### src/rtl/serial_subtractor_nand_pkg.sv
// rtl/serial_subtractor_nand_pkg.sv - shared state encodings and helpers for the bit-serial NAND subtractor
package serial_subtractor_nand_pkg;

    localparam logic [1:0] ST_IDLE  = 2'd0;
    localparam logic [1:0] ST_SHIFT = 2'd1;
    localparam logic [1:0] ST_DONE  = 2'd2;

    // Bit counter must stay at least one bit wide even for WIDTH = 1.
    function automatic int cnt_width(input int width);
        return (width > 1) ? $clog2(width) : 1;
    endfunction

    function automatic logic nand2(input logic p, input logic q);
        return ~(p & q);
    endfunction

endpackage

### src/rtl/serial_subtractor_nand_fs_nand.sv
// rtl/serial_subtractor_nand_fs_nand.sv - one-bit full subtractor built only from 2-input NANDs
module fs_nand
    import serial_subtractor_nand_pkg::*;
(
    input  logic x,
    input  logic y,
    input  logic bin,
    output logic d,
    output logic bo
);

    logic t1, u1, v1, p;
    logic t2, u2, v2;
    logic nx, np, g1, g2;

    // p = x ^ y, then d = p ^ bin, each through the 4-NAND XOR.
    assign t1 = nand2(x, y);
    assign u1 = nand2(x, t1);
    assign v1 = nand2(y, t1);
    assign p  = nand2(u1, v1);

    assign t2 = nand2(p, bin);
    assign u2 = nand2(p, t2);
    assign v2 = nand2(bin, t2);
    assign d  = nand2(u2, v2);

    // bo = (~x & y) | (~p & bin) as a NAND-NAND sum of products.
    assign nx = nand2(x, x);
    assign np = nand2(p, p);
    assign g1 = nand2(nx, y);
    assign g2 = nand2(np, bin);
    assign bo = nand2(g1, g2);

endmodule

### src/rtl/serial_subtractor_nand.sv
// rtl/serial_subtractor_nand.sv - bit-serial unsigned subtractor, LSB first, one NAND cell plus registered borrow
module serial_subtractor_nand
    import serial_subtractor_nand_pkg::*;
#(
    parameter int WIDTH = 8
) (
    input  logic             clk,
    input  logic             rst,
    input  logic             start,
    input  logic [WIDTH-1:0] a,
    input  logic [WIDTH-1:0] b,
    output logic             busy,
    output logic             done,
    output logic [WIDTH-1:0] diff,
    output logic             bout
);

    localparam int            CW   = cnt_width(WIDTH);
    localparam logic [CW-1:0] LAST = CW'(WIDTH - 1);

    logic [1:0]       state_q, state_d;
    logic [CW-1:0]    cnt_q, cnt_d;
    logic [WIDTH-1:0] a_sh_q, a_sh_d;
    logic [WIDTH-1:0] b_sh_q, b_sh_d;
    logic [WIDTH-1:0] acc_q, acc_d;
    logic [WIDTH-1:0] diff_q, diff_d;
    logic             borrow_q, borrow_d;
    logic             bout_q, bout_d;
    logic             busy_q, busy_d;
    logic             done_q, done_d;

    logic             fs_d, fs_bo;
    logic [WIDTH-1:0] acc_shift;

    fs_nand u_fs (
        .x   (a_sh_q[0]),
        .y   (b_sh_q[0]),
        .bin (borrow_q),
        .d   (fs_d),
        .bo  (fs_bo)
    );

    always_comb begin
        state_d   = state_q;
        cnt_d     = cnt_q;
        a_sh_d    = a_sh_q;
        b_sh_d    = b_sh_q;
        acc_d     = acc_q;
        diff_d    = diff_q;
        borrow_d  = borrow_q;
        bout_d    = bout_q;
        // Result bits enter at the MSB so bit 0 lands in acc[0] after WIDTH shifts.
        acc_shift            = acc_q >> 1;
        acc_shift[WIDTH-1]   = fs_d;

        case (state_q)
            ST_IDLE: begin
                if (start) begin
                    state_d  = ST_SHIFT;
                    a_sh_d   = a;
                    b_sh_d   = b;
                    borrow_d = 1'b0;
                    acc_d    = '0;
                    diff_d   = '0;
                    cnt_d    = '0;
                end
            end
            ST_SHIFT: begin
                a_sh_d   = a_sh_q >> 1;
                b_sh_d   = b_sh_q >> 1;
                borrow_d = fs_bo;
                acc_d    = acc_shift;
                cnt_d    = cnt_q + 1'b1;
                if (cnt_q == LAST) begin
                    state_d = ST_DONE;
                    diff_d  = acc_shift;
                    bout_d  = fs_bo;
                    cnt_d   = '0;
                end
            end
            ST_DONE: begin
                state_d = ST_IDLE;
            end
            default: begin
                state_d = ST_IDLE;
            end
        endcase

        busy_d = (state_d == ST_SHIFT);
        done_d = (state_d == ST_DONE);
    end

    always_ff @(posedge clk) begin
        if (rst) begin
            state_q  <= ST_IDLE;
            cnt_q    <= '0;
            a_sh_q   <= '0;
            b_sh_q   <= '0;
            acc_q    <= '0;
            diff_q   <= '0;
            borrow_q <= 1'b0;
            bout_q   <= 1'b0;
            busy_q   <= 1'b0;
            done_q   <= 1'b0;
        end else begin
            state_q  <= state_d;
            cnt_q    <= cnt_d;
            a_sh_q   <= a_sh_d;
            b_sh_q   <= b_sh_d;
            acc_q    <= acc_d;
            diff_q   <= diff_d;
            borrow_q <= borrow_d;
            bout_q   <= bout_d;
            busy_q   <= busy_d;
            done_q   <= done_d;
        end
    end

    assign busy = busy_q;
    assign done = done_q;
    assign diff = diff_q;
    assign bout = bout_q;

endmodule

### config.mk
export PLATFORM = sky130hd
export DESIGN_NAME = serial_subtractor_nand
export DESIGN_NICKNAME = d
export VERILOG_FILES = /design/src/rtl/serial_subtractor_nand_pkg.sv /design/src/rtl/serial_subtractor_nand_fs_nand.sv /design/src/rtl/serial_subtractor_nand.sv
export SDC_FILE = /design/constraint.sdc
export NUM_CORES = 1
export LEC_CHECK = 0
export CAP_MARGIN = 40
export CORE_ASPECT_RATIO = 1.5
export CORE_MARGIN = 2
export CORE_UTILIZATION = 51
export DETAILED_ROUTE_END_ITERATION = 10
export PLACE_DENSITY = 0.78
export SLEW_MARGIN = 20
export SYNTH_ARGS = -nofsm -noshare
export SYNTH_HDL_FRONTEND = slang
export SYNTH_SLANG_ARGS = --single-unit
### constraint.sdc
create_clock -name clk -period 1.79 [get_ports clk]
set_input_delay 0.358 -clock clk [delete_from_list [all_inputs] [get_ports clk]]
set_output_delay 0.358 -clock clk [all_outputs]
set_load 0.005 [all_outputs]
==> results of run 1 <==
-- registers in the layout (all words and copies together), names as in the netlist --
signal    flops
acc_q         7
borrow_q      1
b_sh_q        8
cnt_q         3
state_q       2
busy          1
diff          8
done          1
a_sh_q        8
bout          1
-- final cells by class --
type,count,area share (%)
Clock buffer,5,3.34
Clock inverter,3,2.07
Inverter,4,0.729
Multi-Input combinational cell,95,36.2
Sequential cell,40,38.9
Tap cell,40,2.43
Timing Repair Buffer,35,16.3
-- cell usage in the layout, fill, tap and decap left out, types with 2 or more instances in the layout --
cell / synthesis / final
sky130_fd_sc_hd__clkdlybuf4s50_1: 0 / 29
sky130_fd_sc_hd__mux2i_1: 15 / 15
sky130_fd_sc_hd__a22oi_1: 10 / 10
sky130_fd_sc_hd__a22o_1: 8 / 8
sky130_fd_sc_hd__ha_1: 2 / 2
sky130_fd_sc_hd__clkbuf_8: 0 / 5
sky130_fd_sc_hd__dfxtp_1: 40 / 40
sky130_fd_sc_hd__nor3_1: 3 / 3
sky130_fd_sc_hd__nor2_1: 26 / 26
sky130_fd_sc_hd__buf_4: 0 / 6
sky130_fd_sc_hd__a21oi_1: 3 / 3
sky130_fd_sc_hd__a211oi_1: 6 / 6
sky130_fd_sc_hd__a211oi_2: 8 / 8
sky130_fd_sc_hd__inv_1: 4 / 4
-- worst paths after layout --
path / end / slack (ns) / startpoint / cells past startpoint
max reg2reg: diff[1] / 0.27 / cnt_q[0] / 5
min reg2reg: borrow_q / 0.47 / borrow_q / 2
max: diff[1] / 0.27 / cnt_q[0] / 5
min: borrow_q / 0.47 / borrow_q / 2
-- stage by stage --
step	hold WS (ns)	std cells	setup WS, ns	power (mW)	utilization (%)
after floorplan	0.432	151	0.315	1.12	-
after global placement	0.439	214	0.119	1.17	62.2
after detailed placement	0.456	214	0.0240	1.19	62.2
after CTS	0.470	222	0.258	1.91	65.8
after global routing	0.500	222	0.164	1.96	65.8
final	0.473	222	0.272	1.89	65.8
-- worst max-delay path: cells and delay by family (launching register included) --
kind | cells | cell delay (ns)
adders and majority gates | 2 | 0.38
AOI/OAI and AO/OA | 2 | 0.46
muxes | 1 | 0.29
DFF | 1 | 0.33
-- routing by layer --
| layer | share of wire, % | vias up | routed length [um] | GRT usage [%] |
|---|---|---|---|---|
| met5 | 0 | - | 0 | 0 |
| met4 | 2.6 | 0 | 79 | 11.7 |
| met3 | 3.4 | 8 | 102 | 4.82 |
| li1 | - | 604 | - | - |
| met2 | 54 | 26 | 1600 | 32.6 |
| met1 | 40 | 555 | 1200 | 19.4 |
-- cells by family after synthesis --
kind of cell,Yosys count
simple gates,36
fa+ha+maj,3
compound gates,40
mux,16
buf+inv,16
flops,40
-- power groups by stage --
stage	combinational, mW	sequential, mW	clock, mW
finish	0.211	0.953	0.723
global route	0.235	0.957	0.770
CTS	0.215	0.953	0.740
detailed placement	0.213	0.974	0
global placement	0.204	0.971	0
floorplan	0.159	0.965	0
==> results by stage, run 1 <==
Yosys:
- During synthesis, Yosys emitted a total of 0 warnings.
- The most frequently used flop master after synthesis is sky130_fd_sc_hd__dfxtp_1.
- The xor and xnor area share after synthesis is 0%.
- Averaged over all synthesized cells, the footprint is 11.0 um^2.
- The proportion of synthesized flip-flops having asynchronous set or reset is 0%.
- The number of distinct library cell variants in the gate-level netlist after synthesis is 30.
- The fraction of the yosys area taken by sequential cells is 48.2%.
- The adder-cell area share of the yosys netlist is 2.71%.
- In the post-synthesis netlist, the biggest area contributors are sky130_fd_sc_hd__dfxtp_1 (48%), sky130_fd_sc_hd__mux2i_1 (9.0%), sky130_fd_sc_hd__a211oi_2 (6.0%).
- The largest total area in the synthesized netlist belongs to sky130_fd_sc_hd__dfxtp_1.
- The most common cell in the netlist is sky130_fd_sc_hd__dfxtp_1.
- The commonest cells after synthesis are sky130_fd_sc_hd__dfxtp_1 (40), sky130_fd_sc_hd__nor2_1 (26), sky130_fd_sc_hd__mux2i_1 (15).
- The area fraction of the dominant cell type after synthesis is 48.2%.
- The multiplexer fraction of the synthesized cell area is 9.71%.
- After synthesis, the largest family of logic cells by area is compound AO/OA/AOI/OAI gates.
- The number of enable flip-flop cells after synthesis is 0.
- Synthesis produced a netlist with a net count of between 150 and 200.
- The synthesized netlist occupies a cell area of 1660 um^2.
- The synthesized netlist devotes between 20% and 30% of its cell area to compound gates.
- The instance count of the mapped netlist is around 150.
- After Yosys synthesis, and, or, nand and nor cells account for between 10% and 20% of the synthesized area.
- The number of storage elements in the synthesis netlist is 40.

Pwr:
- Power spread over the standard cell area amounts to 917 nW/um^2.
- The sequential group share of total power is 50.5%.
- Combinational cells account for approximately 11% of the total power.
- In this run the static leakage power is a little under 0.8 nW.
- The internal power summed over all cells is 1.45 mW.
- Net switching is between 20% and 30% of the power.
- The worst voltage drop across the vdd grid is 0.627 mV.
- The share of total power dissipated in the clock network is about two fifths.
- The net switching component of the power is about 440 uW.

Floorplanning:
- The initial utilization of the core area, before any placement, comes to 53.2%.
- The total core area is around 3100 um^2.
- The floorplan row count is 25.
- The die footprint is roughly 3700 um^2.
- In this run the count of I/O pins placed on the die edge is 30.
- The width of the die is slightly above 50 um.
- The die boundary height is 73.9 um.

Drt:
- The remaining number of nets flagged by the antenna check after routing is 0.
- After detailed routing, the number of vias per cell comes to 5.37.
- The number of design-rule violations left by the first detailed-router iteration is 17.
- The total length of routed wires is a little under 3 mm.
- The number of remaining DRC errors is 0.
- The routed length per placed instance is roughly 13 um.
- For this block, the via count after detailed routing is around 1.2k.
- The first detailed-routing pass took 4 iterations.

Finish:
- The area used by sequential logic in the layout is ~800 um^2.
- For this run, the post-layout net count is 203.
- The proportion of layout cells with a drive suffix above 1 is between 15 and 20%.
- In the final layout, the multi-input gates occupy roughly 750 um^2.
- The post-route standard cell area excluding fillers is between 2000 and 2500 um^2.
- The layout-stage area growth over the synthesis result is 23.8%.
- The number of diodes added for antenna fixing is 0.
- The number of filler instances in the final layout is 260.

STA:
- The final-layout setup total negative slack is 0 ns.
- Setup violations remaining at the end of the flow were counted as 0.
- For the pin with the worst max-slew slack, the measured transition is about 0.40 ns.
- Across the routed clock network, the largest skew measured is roughly 0.0065 ns.
- The period utilization is between 80% and 90%.
- The maximum clock frequency is roughly 660 MHz.
- The max-slew violation count is 0.
- The worst pin sits at a relative slew slack of between 70% and 80%.
- The number of hold-slack violations in the final timing report is 0.
- Setup repair after global routing left no endpoint under its margin.
- After layout, the minimum clock period comes to 1.52 ns.

Clock tree:
- The clock latency reported for the late side of the worst-skew pair is 0.30 ns.
- The level count of the clock H-tree is 2.
- The buffer levels on the longest clock path is 2.
- The number of setup buffers added after CTS is 0.
- TritonCTS built the clock tree.
- After clock tree synthesis, the repair step resized 0 gates.
- The CTS clock-pin slew for the worst setup and hold paths is roughly 0.080 ns.
- The tree is rooted in a sky130_fd_sc_hd__clkbuf_8.
- For this design, the CTS-stage hold fixing added 0 buffers.
- The number of sinks driven by the clock tree is 40.
- The total clock buffers created by CTS is 5.

GRT:
- The total routing usage reported by global routing is between 10% and 20%.
- The first global-routing pass estimated a little over 5 mm of wire.
- The initial antenna violation count came to 0.
- After global routing the overflow that remains totals 0.
- The via count of the first global-routing pass is 1199.
- Entering global routing, the biggest net connects 29 pins.

Place:
- The wire-length estimate of the detail-placed layout is 2.18 mm.
- The global placement routability congestion is about 0.7.
- The port buffer count is 29.
- The cell area reported after detailed placement is 1950 um^2.

Worst setup path:
- Among all stages on the critical path, the largest delay is contributed by sky130_fd_sc_hd__dfxtp_1.
- The peak per-stage delay on the critical path is roughly 0.33 ns.
- The startpoint-to-endpoint class of the critical path is register to register.
- At the worst endpoint, the required time is 2.03 ns.
- STA classifies the critical path startpoint as a register.
- The cell repeated most along the worst path is sky130_fd_sc_hd__ha_1.
- Data arrives at the worst endpoint at 1.75 ns.
- Walking the worst path, the cells encountered are ha_1 -> ha_1 -> mux2_2 -> a21oi_4 -> a22o_1.
- The worst setup path is captured at a register.
- The maximum fanout encountered on the critical timing path is 8.

Flow run:
- Across the run, the number of max-cap violations was 0.

Hold path:
- The worst min-delay path class is register to register.

Run status:
- The flow ran to the end, and the final reports show no timing, DRC or antenna violations.
Power figures use the tool's default switching activity.
==> run 2, diff against run 1 <==
clock period = 1.4 ns   (was 1.79 ns; I/O delays follow)
==> run 2 against run 1 <==
Sequential share of layout area shrank 2.4 points. Flip-flop and latch count unchanged. Combinational power grew 51%. Routed wire length grew 8.0%. Largest power group unchanged.
==> results by stage, run 2 (synthesis results as in run 1) <==
Worst setup path:
- The element type at the critical path start is a register (unchanged).
- The critical path capture point type is a register (unchanged).
- The startpoint-to-endpoint class of the critical path is register to register (unchanged).
- The critical path required time is 1.63 ns (was 2.03 ns).
- The maximum fanout encountered on the critical timing path is 8 (unchanged).
- The cell repeated most along the worst path is sky130_fd_sc_hd__ha_4 (was sky130_fd_sc_hd__ha_1).
- The combined buffer and inverter count along the critical path is 0 (unchanged).
- The standard cell with the maximum stage delay on the critical path is sky130_fd_sc_hd__dfxtp_2 (was sky130_fd_sc_hd__dfxtp_1).
- Cells along the critical path: ha_4 -> ha_4 -> mux2_4 -> a21oi_4 -> a22o_1 (was ha_1 -> ha_1 -> mux2_2 -> a21oi_4 -> a22o_1).
- The data arrival time of the critical path is 1.63 ns (was 1.75 ns).
- The dominant delay contributor by cell family on the critical path is compound AO/OA/AOI/OAI gates (unchanged).
- The peak per-stage delay on the critical path is 0.34 ns (was 0.33 ns).
- The register-to-register setup slack is 0.002 ns (was 0.27 ns).

Place:
- The worst setup timing slack at the placement stage was -0.252 ns (was 0.0240 ns).
- The global placement routability congestion was 0.701 (was 0.710).
- The detailed-placement wirelength estimate is 2.26 mm (was 2.18 mm).
- The port buffer count came to 29 (unchanged).
- The cell area reported after detailed placement is 2050 um^2 (was 1950 um^2).
- The number of instances in the placed design came to 221 (was 214).

Drt:
- The detail-routed via count per cell was 5.47 (was 5.37).
- The routed length per placed instance is 13.9 um (was 13.4 um).
- The total number of vias was 1268 (was 1193).
- The total length of routed wires is 3.22 mm (was 2.98 mm).
- The number of design-rule violations left by the first detailed-router iteration is 12 (was 17).
- The detailed-router iteration count before antenna repair is 4 (unchanged).
- The remaining number of nets flagged by the antenna check after routing is 0 (unchanged).
- The number of remaining DRC errors is 0 (unchanged).

STA:
- The max-slew violation count is 0 (unchanged).
- The period utilization is 99.8% (was 84.8%).
- The number of hold-slack violations in the final timing report was 0 (unchanged).
- The transition time at the pin with the least slew margin is 0.392 ns (was 0.405 ns).
- The post-layout worst setup margin is 0.00231 ns (was 0.272 ns).
- The clock period minus final worst setup slack is 1.40 ns (was 1.52 ns).
- The worst hold margin is 0.465 ns (was 0.473 ns).
- Unrepaired setup endpoints after global routing: true (was false).
- The maximum clock frequency was 715 MHz (was 659 MHz).
- The final-layout setup total negative slack is 0 ns (unchanged).
- The max-slew headroom at the worst pin is 73.8% (was 73.0%).
- The clock tree skew after final layout was 0.00814 ns (was 0.00650 ns).
- The final setup violation count is 0 (unchanged).

GRT:
- The leftover overflow at the end of global routing is 0 (unchanged).
- The first-pass GRT wire length is 5.49 mm (was 5.11 mm).
- The largest net degree at the start of global routing came to 31 (was 29).
- The initial antenna violation count is 0 (unchanged).
- The via count of the first global-routing pass came to 1222 (was 1199).
- The total routing usage reported by global routing is 19.2% (was 18.5%).

Flow run:
- The max-cap check violation count came to 0 (unchanged).

Hold path:
- The worst min-delay path class was register to register (unchanged).

Run status:
- Run status: finished, final reports clean (unchanged).

Finish:
- The utilization of the core after routing was 71.4% (was 65.8%).
- The number of filler instances in the final layout is 237 (was 260).
- The most common cell after layout, fill and taps aside was sky130_fd_sc_hd__dfxtp_1 (unchanged).
- The layout-stage area growth over the synthesis result was 34.2% (was 23.8%).
- Highest-count cells in the layout ignoring fill and taps: sky130_fd_sc_hd__dfxtp_1 (29), sky130_fd_sc_hd__nor2_1 (26), sky130_fd_sc_hd__clkdlybuf4s50_1 (21) (was sky130_fd_sc_hd__dfxtp_1 (40), sky130_fd_sc_hd__clkdlybuf4s50_1 (29), sky130_fd_sc_hd__nor2_1 (26)).
- The final net count is 213 (was 203).
- The post-route standard cell area excluding fillers was 2230 um^2 (was 2060 um^2).
- The proportion of layout cells with a drive suffix above 1 is 27.1% (was 15.4%).
- The number of diodes added for antenna fixing is 0 (unchanged).
- The post-route non-filler standard cell count is 232 (was 222).

Clock tree:
- The clock latency reported for the late side of the worst-skew pair came to 0.29 ns (was 0.30 ns).
- The count of hold-fix buffers inserted at cts was 0 (unchanged).
- The clock tree from TritonCTS is yes (unchanged).
- The CTS clock-pin slew for the worst setup and hold paths is 0.08 ns (about the same).
- The number of sinks driven by the clock tree came to 40 (unchanged).
- The total clock buffers created by CTS is 5 (unchanged).
- The clock tree root driver cell is sky130_fd_sc_hd__clkbuf_8 (unchanged).
- The level count of the clock H-tree is 2 (unchanged).
- The buffer levels on the longest clock path came to 2 (unchanged).

Pwr:
- The overall power consumption is 2.34 mW (was 1.89 mW).
- The power per cell area is 1050 nW/um^2 (was 917 nW/um^2).
- The worst voltage drop across the vdd grid came to 1.03 mV (was 0.627 mV).
- The leakage power was 0.934 nW (was 0.785 nW).

Floorplanning:
- The width of the die was 50.6 um (unchanged).
- The die footprint was 3740 um^2 (unchanged).
- The starting density of the core came to 53.2% (unchanged).
- The total I/O pin count is 30 (unchanged).
- The total core area is 3130 um^2 (unchanged).
- The floorplan row count is 25 (unchanged).
- The die boundary height is 73.9 um (unchanged).
==> run 2: cell types whose count changed in the layout (fill, tap and decap cells not counted), sizes merged <==
cell,before,now
dlygate4sd2,0,5
clkdlybuf4s50,29,21
buf,6,16
clkinvlp,1,2
clkinv,1,0
bufinv,1,0
dlymetal6s2s,0,3
clkbuf,5,6
==> run 2: cell type report <==
cell class / instances / area, um^2 / area share (%)
multi-input combinational: 95 / 781 / 35.0
inverter: 4 / 15.0 / 0.673
clock inverter: 2 / 15.0 / 0.673
clock buffer: 6 / 82.6 / 3.70
timing repair buffer: 45 / 474 / 21.2
tap: 40 / 50.0 / 2.24
sequential: 40 / 815 / 36.5
==> run 2: timing repair <==
action	CTS	global route
pin swaps	5	8
endpoints found under the setup margin	16	16
setup buffers	2	1
resized for setup	19	5
==> run 2: tightest hold or removal path: cells and delay by family (launching register included) <==
family | cells | cell delay [ns]
flops | 1 | 0.32
simple gates | 1 | 0.05
compound gates | 1 | 0.05
==> run 2: routing by layer <==
layer / GRT usage, % / wire length [um]
met1: 19.9 / 1240
met3: 5.62 / 141
met5: 0 / 0
met4: 6.61 / 46
met2: 36.5 / 1790
==> run 2: final timing paths <==
kind                                  to  startpoint  depth (start not counted)
worst max-delay path             diff[7]    cnt_q[1]                          5
worst min-delay path            borrow_q    borrow_q                          2
worst max register to register   diff[7]    cnt_q[1]                          5
worst min register to register  borrow_q    borrow_q                          2
==> run 2: where the power goes <==
group | total (mW) | switching, mW | leakage (nW) | internal [mW]
Clock | 0.800 | 0.401 | 0.0434 | 0.399
Sequential | 1.22 | 0.0292 | 0.333 | 1.19
Combinational | 0.319 | 0.143 | 0.558 | 0.176
==> run 3, diff against run 2 <==
SETUP_SLACK_MARGIN = 0.2   (was not set)
==> run 3 against run 2 <==
First-iteration DRC count is 33% higher. Global-route usage is 0.32 points higher. Clock-buffer cell count is 1 higher. Non-clock buffer count is 4 lower. Worst hold slack better by 0.0044 ns. Critical path type unchanged. Clock skew is 0.0046 ns lower. Clock power is 1% higher. Register-to-register slack hardly changed.
==> results by stage, run 3 (synthesis results as in run 1) <==
Finish:
- The post-route standard cell area excluding fillers is 2210 um^2 (was 2230 um^2).
- The number of diodes added for antenna fixing was 0 (unchanged).
- The number of filler instances in the final layout is 232 (was 237).
- The most common cell after layout, fill and taps aside is sky130_fd_sc_hd__dfxtp_1 (unchanged).
- The final net count came to 209 (was 213).
- Highest-count cells in the layout ignoring fill and taps: sky130_fd_sc_hd__dfxtp_1 (29), sky130_fd_sc_hd__nor2_1 (26), sky130_fd_sc_hd__clkdlybuf4s50_1 (17) (was sky130_fd_sc_hd__dfxtp_1 (29), sky130_fd_sc_hd__nor2_1 (26), sky130_fd_sc_hd__clkdlybuf4s50_1 (21)).
- The proportion of layout cells with a drive suffix above 1 is 31.0% (was 27.1%).
- The post-route non-filler standard cell count is 227 (was 232).
- The utilization of the core after routing is 70.8% (was 71.4%).
- The layout-stage area growth over the synthesis result is 33.1% (was 34.2%).

GRT:
- The met3 global-route usage is 4.02% (was 5.62%).
- The met1 usage in global routing was 19.0% (was 19.9%).
- The initial antenna violation count was 0 (unchanged).
- The leftover overflow at the end of global routing came to 0 (unchanged).
- The first-pass GRT wire length came to 5.44 mm (was 5.49 mm).
- The via count of the first global-routing pass is 1253 (was 1222).
- The met2 capacity usage during global routing is 37.9% (was 36.5%).
- The most crowded layer after global routing is met2 (unchanged).
- The largest net degree at the start of global routing is 29 (was 31).
- The total routing usage reported by global routing is 19.6% (was 19.2%).

Worst setup path:
- The critical register-to-register path endpoint is diff[7] (unchanged).
- The startpoint-to-endpoint class of the critical path is register to register (unchanged).
- The critical path required time is 1.63 ns (about the same).
- The critical path capture point type is a register (unchanged).
- The data arrival time of the critical path is 1.62 ns (was 1.63 ns).
- The cell repeated most along the worst path is sky130_fd_sc_hd__ha_4 (unchanged).
- The worst reg-to-reg path cell count is 5 (unchanged).
- The standard cell with the maximum stage delay on the critical path was sky130_fd_sc_hd__dfxtp_2 (unchanged).
- The element type at the critical path start is a register (unchanged).
- The maximum fanout encountered on the critical timing path is 8 (unchanged).
- The peak per-stage delay on the critical path is 0.34 ns (about the same).
- The start of the worst register-to-register path is cnt_q[1] (unchanged).
- The register-to-register setup slack is 0.008 ns (was 0.002 ns).
- Cells along the critical path: ha_4 -> ha_4 -> mux2_4 -> a21oi_4 -> a22o_1 (unchanged).

STA:
- The final setup violation count was 0 (unchanged).
- The worst hold margin was 0.469 ns (was 0.465 ns).
- The max-slew violation count is 0 (unchanged).
- The max-slew headroom at the worst pin was 77.0% (was 73.8%).
- The period utilization is 99.4% (was 99.8%).
- The number of hold-slack violations in the final timing report is 0 (unchanged).
- The maximum clock frequency is 718 MHz (was 715 MHz).
- The clock period minus final worst setup slack is 1.39 ns (was 1.40 ns).
- The transition time at the pin with the least slew margin is 0.344 ns (was 0.392 ns).
- Unrepaired setup endpoints after global routing: true (unchanged).
- The post-layout worst setup margin is 0.00818 ns (was 0.00231 ns).
- The clock tree skew after final layout came to 0.00358 ns (was 0.00814 ns).

Drt:
- The routed length per placed instance was 15.6 um (was 13.9 um).
- The total number of vias came to 1285 (was 1268).
- The detail-routed via count per cell is 5.66 (was 5.47).
- The detailed-router iteration count before antenna repair is 4 (unchanged).
- The remaining number of nets flagged by the antenna check after routing is 0 (unchanged).
- The number of design-rule violations left by the first detailed-router iteration is 16 (was 12).
- The number of remaining DRC errors is 0 (unchanged).
- The total length of routed wires is 3.54 mm (was 3.22 mm).

Floorplanning:
- The die footprint was 3740 um^2 (unchanged).
- The total I/O pin count is 30 (unchanged).
- The width of the die is 50.6 um (unchanged).
- The starting density of the core was 53.2% (unchanged).
- The total core area is 3130 um^2 (unchanged).
- The die boundary height is 73.9 um (unchanged).
- The floorplan row count is 25 (unchanged).

Place:
- The port buffer count came to 29 (unchanged).
- The worst setup timing slack at the placement stage came to -0.224 ns (was -0.252 ns).
- The global placement routability congestion came to 0.700 (was 0.701).
- The detailed-placement wirelength estimate came to 2.33 mm (was 2.26 mm).
- The cell area reported after detailed placement is 2020 um^2 (was 2050 um^2).
- The number of instances in the placed design came to 216 (was 221).

Clock tree:
- The level count of the clock H-tree is 2 (unchanged).
- The CTS clock-pin slew for the worst setup and hold paths came to 0.07 ns (was 0.08 ns).
- The clock latency reported for the late side of the worst-skew pair came to 0.29 ns (about the same).
- The clock tree from TritonCTS is yes (unchanged).
- The total clock buffers created by CTS is 5 (unchanged).
- The buffer levels on the longest clock path was 2 (unchanged).
- The clock tree root driver cell is sky130_fd_sc_hd__clkbuf_8 (unchanged).
- The number of sinks driven by the clock tree came to 40 (unchanged).

Hold path:
- The endpoint with the worst hold slack is borrow_q (unchanged).
- The start point of the worst min-delay path is borrow_q (unchanged).
- The number of stages on the worst hold path came to 2 (unchanged).
- The worst min-delay path class is register to register (unchanged).

Pwr:
- The power per cell area is 1060 nW/um^2 (was 1050 nW/um^2).
- The worst voltage drop across the vdd grid is 0.836 mV (was 1.03 mV).
- The leakage power is 0.893 nW (was 0.934 nW).

Run status:
- Run status: finished, final reports clean (unchanged).

Flow run:
- The max-cap check violation count was 0 (unchanged).
## run 3: where the power goes
group / leakage (nW) / switching [mW] / internal, mW
sequential: 0.333 / 0.0345 / 1.19
clock: 0.0503 / 0.371 / 0.438
combinational: 0.510 / 0.150 / 0.174
total: 0.893 / 0.555 / 1.80
## run 3: timing repair
| action | 4_1_cts | 5_1_grt |
|---|---|---|
| gates resized for setup | 27 | 11 |
| buffers inserted | 2 | 0 |
| hold buffers | 0 | 0 |
| endpoints found under the setup margin | 50 | 37 |
| pin swaps | 4 | 7 |
| gates cloned | 0 | 2 |
## run 3: worst max-delay path by stage
stage / startpoint / end / slack, ns / cells past startpoint
finish: cnt_q[1] / diff[7] / 0.008 / 5
global route: cnt_q[1] / diff[4] / -0.04 / 5
CTS: cnt_q[1] / diff[7] / 0.009 / 5
detailed placement: start / b_sh_q[1] / -0.22 / 5
global placement: start / b_sh_q[5] / -0.14 / 5
floorplan: cnt_q[0] / diff[0] / 0.09 / 5
## run 3: area by class of cell
class / instances / area [um^2] / area share [%]
inverters: 4 / 15.0 / 0.678
multi-input cells: 95 / 813 / 36.7
flip-flops and latches: 40 / 820 / 37.0
well taps: 40 / 50.0 / 2.26
clock buffers: 7 / 96.3 / 4.35
repair buffers: 41 / 419 / 18.9
## run 3: stage by stage
stage | power (mW) | setup TNS, ns
after floorplan | 1.44 | 0
after global placement | 1.52 | -3.37
after detailed placement | 1.54 | -4.90
after CTS | 2.34 | 0
after global routing | 2.42 | -0.240
final | 2.35 | 0
## run 3: worst max-delay path: cells and delay by family (launching register included)
kind | cells | cell delay [ns]
AO/OA/AOI/OAI | 2 | 0.42
adder cells (fa/ha/maj) | 2 | 0.31
flip-flops | 1 | 0.34
multiplexers | 1 | 0.26
## run 3: layer usage
layer / wire length [um] / vias to the layer above
li1: - / 617
met1: 1280 / 621
met2: 2040 / 39
met3: 132 / 8
met5: 0 / -
met4: 83 / 0
